**config.mk**
```make
export PLATFORM = sky130hd
export DESIGN_NAME = bsg_mem_1r1w_sync_mask_write_byte_ctrl
export DESIGN_NICKNAME = d
export VERILOG_FILES = /design/src/rtl/bsg_mem_1r1w_sync_mask_write_byte_ctrl.sv
export SDC_FILE = /design/constraint.sdc
export NUM_CORES = 1
export LEC_CHECK = 0
export BUFFER_PORTS_ARGS = -buffer_cell sky130_fd_sc_hd__buf_2
export CAP_MARGIN = 25
export CORE_ASPECT_RATIO = 0.75
export CORE_MARGIN = 8
export CORE_UTILIZATION = 36
export DETAILED_ROUTE_END_ITERATION = 7
export PLACE_DENSITY = 0.8
export SETUP_SLACK_MARGIN = 0.4
export SYNTH_ARGS = -nofsm -noshare
export SYNTH_HDL_FRONTEND = slang
export SYNTH_SLANG_ARGS = --single-unit
```
**constraint.sdc**
```tcl
create_clock -name clk_i -period 3.3 [get_ports clk_i]
set_input_delay 0 -clock clk_i [delete_from_list [all_inputs] [get_ports clk_i]]
set_output_delay 0 -clock clk_i [all_outputs]
set_load 0.02 [all_outputs]
```
**src/rtl/bsg_mem_1r1w_sync_mask_write_byte_ctrl.sv**
```systemverilog
// bsg_mem_1r1w_sync_mask_write_byte_ctrl
//
// Shares one byte-masked 1R1W synchronous memory between num_wr_p write
// requesters and a single read requester. Writes are granted round-robin,
// one per cycle, with a combinational grant. Reads use a valid/ready
// request and a valid/yumi response, backed by a hold register so the
// consumer may stall indefinitely.
//
// A read and a granted write to the same address in the same cycle is a
// collision. By default the read is stalled for that cycle. When the macro
// BSG_MEM_MASK_BYTE_CTRL_BYPASS_EN is defined, the read is accepted anyway,
// and the colliding write bytes are merged into the returned data.
//
// width_p must be a multiple of 8.

module bsg_mem_1r1w_sync_mask_write_byte_ctrl #(
  parameter int width_p       = 32,
  parameter int els_p         = 16,
  parameter int num_wr_p      = 2,
  parameter int addr_width_lp = (els_p > 1) ? $clog2(els_p) : 1,
  parameter int mask_width_lp = width_p / 8
) (
  input  logic                              clk_i,
  input  logic                              reset_i,

  // write requesters
  input  logic [num_wr_p-1:0]               w_v_i,
  input  logic [num_wr_p*mask_width_lp-1:0] w_mask_i,
  input  logic [num_wr_p*addr_width_lp-1:0] w_addr_i,
  input  logic [num_wr_p*width_p-1:0]       w_data_i,
  output logic [num_wr_p-1:0]               w_yumi_o,

  // read requester
  input  logic                              r_v_i,
  input  logic [addr_width_lp-1:0]          r_addr_i,
  output logic                              r_ready_o,
  output logic                              r_v_o,
  output logic [width_p-1:0]                r_data_o,
  input  logic                              r_yumi_i,

  // memory write port
  output logic                              mem_w_v_o,
  output logic [mask_width_lp-1:0]          mem_w_mask_o,
  output logic [addr_width_lp-1:0]          mem_w_addr_o,
  output logic [width_p-1:0]                mem_w_data_o,

  // memory read port
  output logic                              mem_r_v_o,
  output logic [addr_width_lp-1:0]          mem_r_addr_o,
  input  logic [width_p-1:0]                mem_r_data_i
);

  localparam int rr_width_lp = (num_wr_p > 1) ? $clog2(num_wr_p) : 1;

  typedef enum logic [1:0] {
    IDLE = 2'd0,
    PEND = 2'd1,
    HOLD = 2'd2
  } r_state_e;

  // ------------------------------------------------------------------
  // Write arbitration
  // ------------------------------------------------------------------

  logic [rr_width_lp-1:0]    rr_r, rr_n;
  logic [2*num_wr_p-1:0]     w_v_dbl;
  logic [2*num_wr_p-1:0]     grant_dbl;
  logic [num_wr_p-1:0]       w_v_rot;
  logic [num_wr_p-1:0]       grant_rot;
  logic [num_wr_p-1:0]       grant;
  logic [mask_width_lp-1:0]  w_mask_mux;
  logic [addr_width_lp-1:0]  w_addr_mux;
  logic [width_p-1:0]        w_data_mux;

  // Rotate the valids so rr_r lands on bit 0; bit k of the rotated vector
  // is requester (rr_r + k) mod num_wr_p. Doubling the vector makes the
  // wrap-around fall out of a plain shift.
  assign w_v_dbl = {w_v_i, w_v_i};
  assign w_v_rot = num_wr_p'(w_v_dbl >> rr_r);

  // Lowest set bit of the rotated valids wins (first requester at or after rr_r).
  always_comb begin
    // NOTE: every variable assigned here gets a default first, so no path
    // leaves it unassigned and no latch is inferred.
    grant_rot = '0;
    for (int k = num_wr_p - 1; k >= 0; k--) begin
      if (w_v_rot[k]) begin
        grant_rot    = '0;
        grant_rot[k] = 1'b1;
      end
    end
  end

  // Rotate the one-hot grant back into requester order.
  assign grant_dbl = {{num_wr_p{1'b0}}, grant_rot} << rr_r;
  assign grant     = grant_dbl[num_wr_p-1:0] | grant_dbl[2*num_wr_p-1:num_wr_p];

  // Grants are suppressed during reset; the grant never looks at read inputs.
  assign w_yumi_o  = reset_i ? '0 : grant;
  assign mem_w_v_o = |w_yumi_o;

  // Mux the winner's write fields onto the memory port and advance the pointer.
  always_comb begin
    w_mask_mux = '0;
    w_addr_mux = '0;
    w_data_mux = '0;
    rr_n       = rr_r;
    for (int i = 0; i < num_wr_p; i++) begin
      if (w_yumi_o[i]) begin
        w_mask_mux = w_mask_i[i*mask_width_lp +: mask_width_lp];
        w_addr_mux = w_addr_i[i*addr_width_lp +: addr_width_lp];
        w_data_mux = w_data_i[i*width_p +: width_p];
        rr_n       = (i == num_wr_p - 1) ? '0 : rr_width_lp'(i + 1);
      end
    end
  end

  assign mem_w_mask_o = w_mask_mux;
  assign mem_w_addr_o = w_addr_mux;
  assign mem_w_data_o = w_data_mux;

  // ------------------------------------------------------------------
  // Read path
  // ------------------------------------------------------------------

  r_state_e           state_r, state_n;
  logic               addr_match;
  logic               stall;
  logic               r_accept;
  logic [width_p-1:0] rd_merged;
  logic [width_p-1:0] hold_r;

  // A granted write targets the address being requested this cycle.
  assign addr_match = mem_w_v_o & (r_addr_i == mem_w_addr_o);

`ifdef BSG_MEM_MASK_BYTE_CTRL_BYPASS_EN
  logic                     byp_v_r;
  logic [mask_width_lp-1:0] byp_mask_r;
  logic [width_p-1:0]       byp_data_r;

  // Collisions are absorbed by the bypass registers instead of stalling.
  assign stall = 1'b0;

  // Remember whether the accepted read collided with the concurrent write.
  always_ff @(posedge clk_i) begin
    if (reset_i) begin
      byp_v_r <= 1'b0;
    end else if (r_accept) begin
      byp_v_r <= addr_match;
    end
  end

  // Capture the colliding write's bytes alongside the accepted read.
  always_ff @(posedge clk_i) begin
    if (r_accept) begin
      byp_mask_r <= mem_w_mask_o;
      byp_data_r <= mem_w_data_o;
    end
  end

  // Overlay the written bytes on the (pre-write) memory data.
  always_comb begin
    rd_merged = mem_r_data_i;
    for (int b = 0; b < mask_width_lp; b++) begin
      if (byp_v_r && byp_mask_r[b]) begin
        rd_merged[b*8 +: 8] = byp_data_r[b*8 +: 8];
      end
    end
  end
`else
  // The read waits one cycle so it observes the completed write.
  assign stall     = r_v_i & addr_match;
  assign rd_merged = mem_r_data_i;
`endif

  assign r_ready_o    = ~reset_i & ~stall & ((state_r == IDLE) | r_yumi_i);
  assign r_accept     = r_v_i & r_ready_o;
  assign mem_r_v_o    = r_accept;
  assign mem_r_addr_o = r_addr_i;

  assign r_v_o    = ~reset_i & (state_r != IDLE);
  assign r_data_o = (state_r == HOLD) ? hold_r : rd_merged;

  // Read FSM next-state: IDLE -> PEND on accept; PEND/HOLD drain on yumi.
  always_comb begin
    state_n = state_r;
    unique case (state_r)
      IDLE: begin
        if (r_accept) state_n = PEND;
      end
      PEND: begin
        if (r_yumi_i) state_n = r_accept ? PEND : IDLE;
        else          state_n = HOLD;
      end
      HOLD: begin
        if (r_yumi_i) state_n = r_accept ? PEND : IDLE;
      end
      default: state_n = IDLE;
    endcase
  end

  // Control state with synchronous reset.
  always_ff @(posedge clk_i) begin
    // NOTE: sequential state uses non-blocking assignments so every flop
    // samples the pre-edge values regardless of block ordering.
    if (reset_i) begin
      state_r <= IDLE;
      rr_r    <= '0;
    end else begin
      state_r <= state_n;
      rr_r    <= rr_n;
    end
  end

  // Latch the response while it is first presented, for replay under backpressure.
  always_ff @(posedge clk_i) begin
    // NOTE: hold_r is a pure data register qualified by state_r, so it has
    // no reset; its contents are never observed before being written.
    if (state_r == PEND) begin
      hold_r <= rd_merged;
    end
  end

  // Consumer must not take a response that is not being offered.
  assert property (@(posedge clk_i) disable iff (reset_i) !(r_yumi_i && !r_v_o));

endmodule

```
==> results.sh <==
export IMPL_cts_setup_buffers=0
export IMPL_slowest_delay_ps=380
export IMPL_regToRegStartpoint="rr_r"
export IMPL_ant_nets=0
export IMPL_rrSetupSlack_ps=1730
export IMPL_cap_violations=0
export IMPL_rows=24
export IMPL_path_delay_family="simple AND/OR/NAND/NOR gates"
export IMPL_grt_pass1_wl_mm=12.4
export IMPL_start_kind="flop"
export IMPL_critPathCapture="r_ready_o"
export IMPL_grt_max_degree=38
export IMPL_cp_data_required_time_ps=3300
export IMPL_cp_arrival_ps=1910
export IMPL_grt_use_met1_pct=19.6
export IMPL_grt_use_met3_pct=6.69
export IMPL_synthesis_area_mm2=0.00207
export IMPL_die_x_um=103
export IMPL_use_met2_pct=35.2
export IMPL_worst_pin_slew_ps=903
export IMPL_core_mm2=0.00568
export IMPL_clock_latency_ps=280
export IMPL_drt_iter0_markers=117
export IMPL_ctsResizeCount=0
export IMPL_grt_antenna_before_repair=4
export IMPL_postSynthCellCount=162
export IMPL_hold_path_class="input port to flop"
export IMPL_min_period_ps=1910
export IMPL_cp_slowest_cell="nor4b_2"
export IMPL_grt_overflow=0
export IMPL_hpwl_mm=6.76
export IMPL_report_final_hold_viol_count=0
export IMPL_status="finished, final reports clean"
export IMPL_avgSynthCellArea_um2=12.8
export IMPL_holdBufCountCts=33
export IMPL_nets=513
export IMPL_clkSlewWorstSetupHoldPaths_ps=70
export IMPL_worstSetupEndpointType="primary output"
export IMPL_setup_viol=0
export IMPL_cts_root_buf="clkbuf_8"
export IMPL_cts_tree="yes"
export IMPL_holdCritStartpoint="w_v_i[0]"
export IMPL_totalWireLength_mm=8.72
export IMPL_slew_headroom_pct=39.7
export IMPL_die_y_um=81.6
export IMPL_grt_busiest_layer="met2"
export IMPL_synth_seq_area_share_pct=49.4
export IMPL_p_leak_uw=0.00172
export IMPL_ir_drop_v=0.000272
export IMPL_critPathLaunch="rr_r"
export IMPL_worstSetupPathType="flop to primary output"
export IMPL_setup_tns_ps=0
export IMPL_area_delta_synth_final_pct=72.9
export IMPL_dieArea_mm2=0.00844
export IMPL_cts_buffers=5
export IMPL_synth_edf_count=32
export IMPL_yosys_warnings=0
export IMPL_synth_seq_cells=35
export IMPL_synth_nets=284
export IMPL_synth_cell_type_count=24
export IMPL_rr_worst_depth=5
export IMPL_synth_ff_type="edfxtp_1"
export IMPL_finClkSkew_ps=6.98
export IMPL_cts_sinks=35
export IMPL_io_buffers=203
export IMPL_drt_wirelength_per_cell_um=18.4
export IMPL_power_density_mw_per_mm2=360
export IMPL_worst_hold_slack_ps=56.7
export IMPL_routabilityCongestion=0.890
export IMPL_routed_via_density=4.89
export IMPL_remaining_drc_errors=0
export IMPL_htree_num_levels=2
export IMPL_cp_depth=6
export IMPL_cp_max_fo=6
export IMPL_report_final_slew_viol_count=0
export IMPL_timing_rr_end="state_r[0]"
export IMPL_timing_fmax_mhz=524
export IMPL_drtPass1Iterations=4
export IMPL_vias=2320
export IMPL_drive_above_1_share_pct=64.3
export IMPL_finalCritPeriodShare_pct=57.8
export IMPL_rsz0062_at_grt="false"
export IMPL_grt_pass1_vias=2436
export IMPL_ios=204
export IMPL_crit_path_cell_trace="nand2b_4 > a32o_1 > xor2_1 > nor4b_2 > a211oi_1 > buf_2"
export IMPL_start_util_pct=36.4
export IMPL_path_buf_inv=1
export IMPL_gr_usage_all_layers_pct=19.4
export IMPL_cts_buffer_depth=2
export IMPL_ys_async_sr_fraction_pct=0
-- where the power goes --
group / internal (uW) / switching, uW / total, uW
clock: 225 / 152 / 378
sequential: 509 / 7.15 / 516
combinational: 181 / 211 / 392
-- tightest hold or removal path: stages --
cell and delay [ps]:
buf_2 130, nand2b_4 100, a21oi_1 70
-- cells in the final DEF (no fill, tap or decap), types with 2 or more instances in the layout --
| master | instances |
|---|---|
| a21oi_1 | 4 |
| a22o_1 | 36 |
| a32o_1 | 3 |
| buf_2 | 203 |
| buf_4 | 3 |
| clkbuf_8 | 5 |
| dfxtp_1 | 3 |
| diode_2 | 4 |
| dlygate4sd3_1 | 33 |
| edfxtp_1 | 32 |
| mux2_2 | 32 |
| nor2_1 | 9 |
| nor2b_1 | 7 |
| nor2b_2 | 2 |
| o21ai_0 | 2 |
| xor2_1 | 3 |
-- cell families (layout without fill, tap and decap cells) --
| kind of cell | Yosys count | in the layout | synth area share (%) |
|---|---|---|---|
| flops | 35 | 35 | 49.4 |
| mux | 32 | 32 | 17.4 |
| xor+xnor | 4 | 4 | 1.70 |
| buf+inv | 18 | 248 | 4.72 |
| other cells | 0 | 4 | 0 |
| compound gates | 49 | 49 | 19.9 |
| simple gates | 24 | 24 | 6.84 |
-- synthesized netlist by cell type (2+ instances only) --
| cell | instances | area (um2) |
|---|---|---|
| mux2_2 | 32 | 360 |
| buf_2 | 9 | 45.0 |
| dfxtp_1 | 3 | 60.1 |
| nor2_1 | 9 | 33.8 |
| buf_4 | 5 | 37.5 |
| xor2_1 | 3 | 26.3 |
| a21oi_1 | 4 | 20.0 |
| nor2b_1 | 10 | 62.6 |
| a32o_1 | 3 | 30.0 |
| clkbuf_1 | 3 | 11.3 |
| o21ai_0 | 2 | 10.0 |
| a22o_1 | 36 | 315 |
| edfxtp_1 | 32 | 961 |
-- per-stage QoR --
step / cell area, um2 / setup slack, ps / cells / utilization [%] / total power, uW
finish: 3570 / 1390 / 474 / 62.9 / 1290
detailed placement: 3120 / 1700 / 429 / 55.0 / 886
floorplan: 2070 / 1000 / 162 / - / 728
global route: 3570 / 1280 / 474 / 62.9 / 1340
global placement: 3120 / 1770 / 429 / 55.0 / 879
CTS: 3560 / 1400 / 470 / 62.7 / 1300
-- worst min path at each step --
stage / end / depth (start not counted) / slack (ps)
finish: rr_r / 3 / 60
detailed placement: hold_r[23] / 1 / 190
floorplan: hold_r[0] / 0 / 100
global route: rr_r / 3 / 70
CTS: rr_r / 3 / 50
global placement: hold_r[12] / 1 / 190
-- metal layers --
layer / wire length [um] / vias to the layer above
li1: - / 1096
met1: 3150 / 1073
met2: 4350 / 131
met3: 974 / 20
met4: 255 / 0
met5: 0 / -
-- cell type report --
cell class | count | area [um2]
Fill cell | 471 | 2100
Multi-Input combinational cell | 109 | 960
Inverter | 1 | 3.75
Clock inverter | 2 | 37.5
Clock buffer | 6 | 72.6
Tap cell | 78 | 97.6
Timing Repair Buffer | 239 | 1370
Sequential cell | 35 | 1020
Antenna cell | 4 | 10.0
-- registers in the layout, summed over array words and instances (netlist names) --
| signal | count |
|---|---|
| hold_r | 32 |
| state_r | 2 |
| rr_r | 1 |
No activity file was read; power rests on OpenSTA's default activity.
